$ cat config.mk
export PLATFORM = sky130hd
export DESIGN_NAME = dpram_rdout_streamer
export DESIGN_NICKNAME = d
export VERILOG_FILES = /design/src/rtl/dpram_rdout_streamer_pkg.sv /design/src/rtl/dpram_rdout_streamer_fifo.sv /design/src/rtl/dpram_rdout_streamer.sv
export SDC_FILE = /design/constraint.sdc
export NUM_CORES = 1
export LEC_CHECK = 0
export ABC_AREA = 1
export ABC_CLOCK_PERIOD_IN_PS = 6500
export BUFFER_PORTS_ARGS = -buffer_cell sky130_fd_sc_hd__buf_2
export CORE_UTILIZATION = 43
export DETAILED_ROUTE_END_ITERATION = 8
export PLACE_DENSITY = 0.67
export SYNTH_ARGS = -nofsm -noshare
export SYNTH_HDL_FRONTEND = slang
export SYNTH_SLANG_ARGS = --single-unit
$ cat constraint.sdc
create_clock -name clk -period 6.5 [get_ports clk]
set_clock_uncertainty 0.1 [all_clocks]
set_input_delay 1.3 -clock clk [delete_from_list [all_inputs] [get_ports clk]]
set_output_delay 1.3 -clock clk [all_outputs]
set_load 0.01 [all_outputs]
$ cat src/rtl/dpram_rdout_streamer_pkg.sv
// Shared definitions for the DPRAM readout streamer: FSM encoding and
// the geometry of a DPRAM word as seen by the 16-bit output stream.
package dpram_rdout_streamer_pkg;

  localparam int L_WORDS_PER_DPRAM_WORD = 4;
  localparam int L_DPRAM_WORD_WIDTH     = 64;
  localparam int L_OUT_WIDTH            = L_DPRAM_WORD_WIDTH / L_WORDS_PER_DPRAM_WORD;

  typedef enum logic [2:0] {
    ST_IDLE,
    ST_LOAD,
    ST_STREAM,
    ST_DONE,
    ST_WAIT
  } state_e;

endpackage

$ cat src/rtl/dpram_rdout_streamer_fifo.sv
// Two-entry 64-bit prefetch FIFO between the DPRAM read port and the
// halfword serialiser. Pushes into a full FIFO and pops from an empty one are ignored.
module rdout_prefetch_fifo
  import dpram_rdout_streamer_pkg::*;
(
  input  logic                          clk,
  input  logic                          rst_n,
  input  logic                          push_i,
  input  logic [L_DPRAM_WORD_WIDTH-1:0] push_data_i,
  input  logic                          pop_i,
  output logic [L_DPRAM_WORD_WIDTH-1:0] head_o,
  output logic [1:0]                    count_o
);

  logic [L_DPRAM_WORD_WIDTH-1:0] mem_q [2];
  logic                          wr_ptr_q;
  logic                          rd_ptr_q;
  logic [1:0]                    count_q;
  logic                          do_push;
  logic                          do_pop;

  assign do_push = push_i && (count_q != 2'd2);
  assign do_pop  = pop_i && (count_q != 2'd0);

  // NOTE: the two storage entries are reset so the head (and hence the
  // stream data) reads as zero after reset instead of stale contents.
  always_ff @(posedge clk or negedge rst_n) begin
    if (!rst_n) begin
      mem_q    <= '{default: '0};
      wr_ptr_q <= 1'b0;
      rd_ptr_q <= 1'b0;
      count_q  <= 2'd0;
    end else begin
      // NOTE: non-blocking assignments keep every register update in this
      // block referring to pre-edge values, regardless of statement order.
      if (do_push) begin
        mem_q[wr_ptr_q] <= push_data_i;
        wr_ptr_q        <= ~wr_ptr_q;
      end
      if (do_pop) begin
        rd_ptr_q <= ~rd_ptr_q;
      end
      count_q <= count_q + 2'(do_push) - 2'(do_pop);
    end
  end

  assign head_o  = mem_q[rd_ptr_q];
  assign count_o = count_q;

endmodule

$ cat src/rtl/dpram_rdout_streamer.sv
// Streams one filled double_buffer half out of the DPRAM as 16-bit words
// on a valid/ready interface, then releases the half with a done pulse.
module dpram_rdout_streamer
  import dpram_rdout_streamer_pkg::*;
#(
  parameter int P_ADR_WIDTH = 9,
  parameter int P_LEN_WIDTH = 16,
  parameter int P_CNT_WIDTH = 16
) (
  input  logic                          clk,
  input  logic                          rst_n,
  input  logic                          en,
  input  logic                          rd_busy,
  input  logic [P_LEN_WIDTH-1:0]        dpram_len,
  output logic [P_ADR_WIDTH-1:0]        rd_addr,
  input  logic [L_DPRAM_WORD_WIDTH-1:0] rd_dout,
  output logic                          done,
  output logic [L_OUT_WIDTH-1:0]        out_data,
  output logic                          out_valid,
  input  logic                          out_ready,
  output logic                          out_last,
  output logic                          len_err,
  output logic [P_CNT_WIDTH-1:0]        n_bufs_read
);

  localparam int L_MAX_LEN = L_WORDS_PER_DPRAM_WORD << P_ADR_WIDTH;
  // One extra bit so the issued-word count can reach 2^P_ADR_WIDTH.
  localparam int L_NA_W    = P_ADR_WIDTH + 1;

  state_e                        state_q, state_d;
  logic [P_LEN_WIDTH-1:0]        remaining_q, remaining_d;
  logic [L_NA_W-1:0]             n_dwords_q, n_dwords_d;
  logic [L_NA_W-1:0]             next_addr_q, next_addr_d;
  logic [P_ADR_WIDTH-1:0]        rd_addr_q, rd_addr_d;
  logic [1:0]                    in_flight_q, in_flight_d;
  logic [1:0]                    hw_q, hw_d;
  logic                          len_err_q, len_err_d;
  logic [P_CNT_WIDTH-1:0]        n_bufs_q, n_bufs_d;

  logic [1:0]                    fifo_count;
  logic [L_DPRAM_WORD_WIDTH-1:0] fifo_head;
  logic                          clamp;
  logic [P_LEN_WIDTH-1:0]        len_clamped;
  logic                          issue;
  logic                          push;
  logic                          pop;
  logic                          hs;
  logic                          last_word;

  assign clamp       = 32'(dpram_len) > 32'(L_MAX_LEN);
  assign len_clamped = clamp ? P_LEN_WIDTH'(L_MAX_LEN) : dpram_len;

  // A read is allowed only while the FIFO can absorb everything already requested.
  assign issue = (state_q == ST_STREAM)
              && ((3'(fifo_count) + 3'(in_flight_q)) < 3'd2)
              && (next_addr_q < n_dwords_q);
  assign push  = (in_flight_q != 2'd0);

  assign out_valid = (state_q == ST_STREAM) && (fifo_count != 2'd0);
  assign last_word = (remaining_q == P_LEN_WIDTH'(1));
  assign out_last  = out_valid && last_word;
  assign hs        = out_valid && out_ready;
  assign pop       = hs && ((hw_q == 2'd3) || last_word);
  assign out_data  = out_valid ? fifo_head[{hw_q, 4'b0000} +: L_OUT_WIDTH] : '0;

  assign done        = (state_q == ST_DONE);
  assign rd_addr     = rd_addr_q;
  assign len_err     = len_err_q;
  assign n_bufs_read = n_bufs_q;

  rdout_prefetch_fifo u_fifo (
    .clk         (clk),
    .rst_n       (rst_n),
    .push_i      (push),
    .push_data_i (rd_dout),
    .pop_i       (pop),
    .head_o      (fifo_head),
    .count_o     (fifo_count)
  );

  always_comb begin
    // NOTE: every variable driven here gets a default first, so no path
    // through the case statement can leave one unassigned and infer a latch.
    state_d     = state_q;
    remaining_d = remaining_q;
    n_dwords_d  = n_dwords_q;
    next_addr_d = next_addr_q;
    rd_addr_d   = rd_addr_q;
    hw_d        = hw_q;
    len_err_d   = len_err_q;
    n_bufs_d    = n_bufs_q;
    in_flight_d = in_flight_q + 2'(issue) - 2'(push);

    unique case (state_q)
      ST_IDLE: begin
        if (en && rd_busy) state_d = ST_LOAD;
      end
      ST_LOAD: begin
        remaining_d = len_clamped;
        n_dwords_d  = L_NA_W'((32'(len_clamped) + 32'd3) >> 2);
        next_addr_d = '0;
        rd_addr_d   = '0;
        hw_d        = 2'd0;
        if (clamp) len_err_d = 1'b1;
        state_d = (len_clamped == '0) ? ST_DONE : ST_STREAM;
      end
      ST_STREAM: begin
        if (issue) begin
          next_addr_d = next_addr_q + L_NA_W'(1);
          // rd_addr parks on the last valid address instead of running past it.
          if ((next_addr_q + L_NA_W'(1)) < n_dwords_q) begin
            rd_addr_d = P_ADR_WIDTH'(next_addr_q + L_NA_W'(1));
          end
        end
        if (hs) begin
          remaining_d = remaining_q - P_LEN_WIDTH'(1);
          hw_d        = hw_q + 2'd1;
          if (last_word) state_d = ST_DONE;
        end
      end
      ST_DONE: begin
        n_bufs_d = n_bufs_q + P_CNT_WIDTH'(1);
        state_d  = ST_WAIT;
      end
      ST_WAIT: begin
        // Holding here until rd_busy drops stops a second release of the same half.
        if (!rd_busy) state_d = ST_IDLE;
      end
      default: state_d = ST_IDLE;
    endcase
  end

  always_ff @(posedge clk or negedge rst_n) begin
    if (!rst_n) begin
      state_q     <= ST_IDLE;
      remaining_q <= '0;
      n_dwords_q  <= '0;
      next_addr_q <= '0;
      rd_addr_q   <= '0;
      in_flight_q <= 2'd0;
      hw_q        <= 2'd0;
      len_err_q   <= 1'b0;
      n_bufs_q    <= '0;
    end else begin
      state_q     <= state_d;
      remaining_q <= remaining_d;
      n_dwords_q  <= n_dwords_d;
      next_addr_q <= next_addr_d;
      rd_addr_q   <= rd_addr_d;
      in_flight_q <= in_flight_d;
      hw_q        <= hw_d;
      len_err_q   <= len_err_d;
      n_bufs_q    <= n_bufs_d;
    end
  end

endmodule

==> Yosys cells after proc, flatten, opt, wreduce, memory -nomap -nowiden <==
Cells that the tools add are included.
{ "totals": {"out_inout_bits": 45, "register_bits": 201, "elab_cells": 93} }
{ "op_classes": {"add_sub_neg": 10, "reduce_logical": 21, "eq_ne": 13, "n_mux": 23, "bitwise": 4, "shift": 1, "n_lt_le_gt_ge": 7} }
{ "ops": {"columns": ["operator", "count"], "rows": [
  ["64-bit 2-to-1 mux", 4],
  ["128-bit bitwise mux", 1],
  ["64-bit demux with 1-bit select", 1],
  ["64-bit by 7-bit variable part select with 16-bit output", 1],
  ["16-bit 2-to-1 mux", 3],
  ["16-bit case mux with 2 select lines", 1],
  ["10-bit less-than comparator", 2],
  ["10-bit case mux with 2 select lines", 1],
  ["9-bit 2-to-1 mux", 2],
  ["9-bit case mux with 2 select lines", 1],
  ["16-bit by 1-bit adder with 16-bit output (second input constant)", 1],
  ["16-bit by 1-bit == test with 1-bit output (second input constant)", 1],
  ["16-bit by 12-bit greater-than comparator with 1-bit output (second input constant)", 1],
  ["16-bit zero test", 1],
  ["16-bit by 1-bit subtractor with 16-bit output (second input constant)", 1],
  ["3-bit case mux with 5 select lines", 1],
  ["12-bit by 2-bit adder with 12-bit output (second input constant)", 1],
  ["3-bit 2-to-1 mux", 4],
  ["2-bit inequality test (second input constant)", 6],
  ["10-bit by 1-bit adder with 10-bit output (second input constant)", 1],
  ["1-bit logical AND", 10],
  ["10-bit 2-to-1 mux", 1],
  ["3-bit by 2-bit == test with 1-bit output (second input constant)", 2],
  ["2-bit AND reduction", 3],
  ["21 further kinds", 28]
]} }

==> Logic depth before layout (Yosys ltp) <==
{ "depth": {"depth_word": 6, "depth_mapped": 17, "depth_no_buf": 16} }

==> Hierarchy <==
From an unflattened synthesis, not the netlist that was laid out.
{ "hier_totals": {"hier_cells": 1470, "hier_area_um2": 11071.9} }
{ "modules_own_cells": {"columns": ["mod", "n_inst", "area_each_um2", "cells_per_inst", "seq_area_each_um2"], "rows": [
  ["rdout_prefetch_fifo", 1, 6277.3, 805, 3303.2],
  ["dpram_rdout_streamer", 1, 4794.6, 665, 1726.7]
]} }

==> Worst setup path after synthesis <==
No wires, ideal clock.
{ "synth_path": {"path_kind": "flip-flop to output port", "startpoint": "register state_q[0]", "endpoint": "output port out_data[10]", "path_buffers": 1, "arrival_time_ps": 1557, "setup_slack_ps": 3543, "stages_incl_launch_ff": 7, "path_cell_list": "dfrtp_1 nor2_2 nand2_1 nor2_1 clkbuf_1 o21ai_0 a31oi_1"} }
{ "synth_via": {"elab_chain_cells": 3} }
{ "synth_lines": {"columns": ["element", "line_no", "source"], "rows": [
  ["from (decl)", "dpram_rdout_streamer.sv:30", "state_e state_q, state_d;"],
  ["from (signal assigned)", "dpram_rdout_streamer.sv:145", "state_q <= state_d;"],
  ["3-bit by 2-bit == test with 1-bit output", "dpram_rdout_streamer.sv:59", "assign out_valid = (state_q == ST_STREAM) && (fifo_count != 2'd0);"],
  ["1-bit logical AND", "dpram_rdout_streamer.sv:59", null],
  ["net out_valid", "dpram_rdout_streamer.sv:19", "output logic out_valid,"],
  ["16-bit 2-to-1 mux", "dpram_rdout_streamer.sv:64", "assign out_data = out_valid ? fifo_head[{hw_q, 4'b0000} +: L_OUT_WIDTH] : '0;"],
  ["to (decl)", "dpram_rdout_streamer.sv:18", "output logic [L_OUT_WIDTH-1:0] out_data,"]
]} }
The timed path passes the listed nets, and every way through them passes these cells.

==> Final worst setup path <==
{ "layout_path": {"startpoint": "register u_fifo.rd_ptr_q", "endpoint": "output port out_data[2]"} }
{ "layout_via": {"elab_chain_cells": 6} }
{ "layout_lines": {"columns": ["element", "line_no", "source"], "rows": [
  ["from (decl)", "dpram_rdout_streamer_fifo.sv:17", "logic rd_ptr_q;"],
  ["from (signal assigned)", "dpram_rdout_streamer_fifo.sv:41", "rd_ptr_q <= ~rd_ptr_q;"],
  ["1-bit NOT with 2-bit output (implied by the code)", "dpram_rdout_streamer_fifo.sv:47", "assign head_o = mem_q[rd_ptr_q];"],
  ["64-bit 2-to-1 mux (implied by the code) (3 in a row)", "dpram_rdout_streamer_fifo.sv:47", null],
  ["64-bit by 7-bit variable part select with 16-bit output", "dpram_rdout_streamer.sv:64", null],
  ["16-bit 2-to-1 mux", "dpram_rdout_streamer.sv:64", null]
]} }
No other way between the ends. The select of a mux whose other input is x is not followed.

==> qor.csv <==
stage;metric;value;unit
run_status;status;completed;
clocking;H-tree levels;1;
sta;endpoints failing setup;0;
placed_design;DP Area;0.01108;mm²
sta;Fin Setup TNS;0;ns
floorplanning;number of cell rows;56;
layout;share of post-route cells with drive strength above 1;0.1399;
yosys;yosys warns;0;
yosys;share of the synthesized area in the top cell type;0.4919;
placed_design;dpl hpwl;18490;µm
yosys;syn_area_per_cell;7.939;µm²
sta;minimum hold slack;0.3695;ns
yosys;Post-synth top cells;263 x nand2_1, 247 x o21ai_0, 201 x dfrtp_1, 156 x nor2_1, 146 x inv_1;
clocking;Clock transition at path regs;0.06;ns
setup_path;critical path startpoint category;flop;
yosys;post-synthesis register bit count;201;
route;DR DRC count;0;
yosys;mapped cell area;0.01023;mm²
yosys;Synth cell types;41;
layout;fill count;2303;
yosys;syn nets;1401;
layout;ANT cells;0;
sta;Pins Over Slew Limit;0;
yosys;number of synthesized flops with an enable pin;0;
global_route;gr ovfl total;0;
global_route;largest net degree at the start of global routing;129;
clocking;later-pin clock latency in the skew report;0.51;ns
floorplanning;io pins;130;
floorplanning;die width;156.2;µm
global_route;first-pass GRT wire length;42520;µm
route;DR WL/cell;15.46;µm
setup_path;crit-path max FO;65;
clocking;CTS Buf Count;24;
sta;FMAX;221.4;MHz
layout;area occupied by multi-input gates;0.004369;mm²
floorplanning;die height;156.2;µm
route;drt via density;5.180;
route;Initial DRT Pass Iterations;7;
route;Routed Antenna Nets;0;
placed_design;Port Buffers;129;
layout;Layout Nets;1499;
run;Max Cap Violations;0;
clocking;CTS Hold Bufs;0;
sta;RSZ-0062 raised after global routing;no;
floorplanning;die area;0.02440;mm²
route;final wirelength;26590;µm
layout;synthesis-to-layout area growth;16.29;%
yosys;leading area contributor after synthesis;dfrtp_1;
global_route;vias in the first global route;8343;
floorplanning;core area;0.02340;mm²
setup_path;Critical Path RT;5.10;ns
sta;final period utilization;0.6950;
sta;Final Hold Viols;0;
clocking;post_cts resized;0;
yosys;top-count cell post-synth;nand2_1;
min_path;Tightest Hold Check Type;flop to flop;
route;Via Count;8909;
setup_path;CP arrival;3.12;ns
global_route;Total GRT Usage;0.2214;
clocking;CTS sink cnt;201;
clocking;Max Buffers Root-to-Sink;3;
clocking;clk root buf;clkbuf_16;
clocking;post-CTS setup buffers;0;
placed_design;routability cong.;0.9376;
global_route;initial antenna violation count;2;
power_and_ir_drop;PwrDens;485.6;mW/mm²
yosys;synth top area cells;dfrtp_1 49%, o21ai_0 12%, nand2_1 9.7%;
route;starting DRC count in detailed routing;725;
sta;crit path time final;4.517;ns
yosys;post-synthesis cell count;1288;
yosys;register area share after synthesis;0.4919;
sta;slew margin rel.;0.2231;
layout;FF+latch area;0.005031;mm²
setup_path;critical path endpoint category;output port;
yosys;asr flop ratio synth;1.000;
sta;Worst-Margin Slew;1.165;ns
clocking;CTS tree;done;
layout;Final Cell Area;0.01189;mm²
floorplanning;initial core utilization;0.4370;
yosys;dominant synthesized flop cell;dfrtp_1;
setup_path;Crit Path Class;flop to output port;
power_and_ir_drop;P_leak;0.005966;µW
power_and_ir_drop;worst vdd ir;0.2728;mV
==> cells in the final DEF (no fill, tap or decap), drive strengths merged, types with 2 or more instances in the layout <==
| cell type | netlist | layout |
|---|---|---|
| dfrtp | 201 | 201 |
| o21ai | 250 | 250 |
| nor4 | 2 | 2 |
| bufinv | 0 | 2 |
| clkbuf | 44 | 34 |
| or2 | 3 | 3 |
| o21bai | 2 | 2 |
| a21oi | 28 | 28 |
| nand2 | 266 | 266 |
| clkinv | 0 | 5 |
| nor2 | 158 | 158 |
| ha | 27 | 27 |
| xnor2 | 10 | 10 |
| a31oi | 17 | 17 |
| xor2 | 20 | 20 |
| nand4 | 11 | 11 |
| inv | 147 | 147 |
| buf | 21 | 136 |
| nor3 | 12 | 12 |
| nand3 | 37 | 37 |
| o22ai | 22 | 22 |
==> path summary, 6_finish.rpt <==
kind | slack, ns | end | depth (start not counted) | start
worst max-delay path | 1.98 | out_data[2] | 8 | u_fifo.rd_ptr_q
worst min-delay path | 0.37 | rd_addr[4] | 2 | rd_addr[4]
min in group asynchronous | 0.68 | rd_addr[3] | 1 | rst_n
worst min register to register | 0.37 | rd_addr[4] | 2 | rd_addr[4]
worst max register to register | 3.49 | remaining_q[8] | 7 | state_q[1]
max in group asynchronous | 4.50 | u_fifo.mem_q[10] | 2 | rst_n
==> sequential cells by signal, summed over array words and instances, names as in the netlist <==
register         count
hw_q                 2
in_flight_q          2
len_err              1
n_bufs_read         16
n_dwords_q          10
next_addr_q         10
rd_addr              9
remaining_q         16
state_q              3
u_fifo.count_o       2
u_fifo.mem_q       128
u_fifo.rd_ptr_q      1
u_fifo.wr_ptr_q      1
==> cell type report <==
type                       count  share of cell area
clock buffer                  33             0.05934
sequential                   201              0.4231
clock inverter                 8            0.009049
multi-input combinational    875              0.3674
inverter                     147             0.04640
timing repair buffer         137             0.06113
tap                          319             0.03356
==> worst max-delay path, cell delays in order, from the launching register on <==
cell	delay (ns)
dfrtp_2	0.38
buf_4	0.31
inv_1	0.54
buf_4	0.46
o21ai_0	0.13
o22ai_1	0.13
o21ai_0	0.10
a31oi_1	0.32
buf_2	0.20
==> metal layers <==
metal	share of wire	track usage	routed length [µm]
met5	0.00049	0	13
met4	0.046	0.1078	1228
met3	0.059	0.02908	1573
met2	0.46	0.3567	12170
met1	0.44	0.2948	11600
==> kinds of logic (layout without fill, tap and decap cells) <==
family / Yosys count / in the layout / synth area share
xor gates and xnor gates: 30 / 30 / 0.02569
AOI/OAI and AO/OA: 324 / 324 / 0.1664
buffers and inverters: 212 / 325 / 0.08185
DFF: 201 / 201 / 0.4919
muxes: 1 / 1 / 0.0009789
and+or+nand+nor: 492 / 492 / 0.1982
adders and majority gates: 28 / 28 / 0.03499
==> through the flow <==
step / utilization / power, µW / instances / worst slack, ns
after detailed placement: 0.4734 / 4410 / 1679 / 2.611
after global placement: 0.4734 / 4355 / 1679 / 2.642
after global routing: 0.5081 / 6239 / 1720 / 1.755
after floorplan: - / 3748 / 1288 / 3.543
final: 0.5081 / 5775 / 1720 / 1.983
after CTS: 0.5081 / 5797 / 1720 / 2.054
==> where the power goes <==
part           leakage [µW]  total [µW]  internal, µW  switching [µW]
Combinational       0.00303        2230           747            1490
Sequential          0.00253        2180          1770             412
Clock              0.000399        1360           837             520
Total               0.00597        5770          3360            2420
Power figures use the tool's default switching activity.
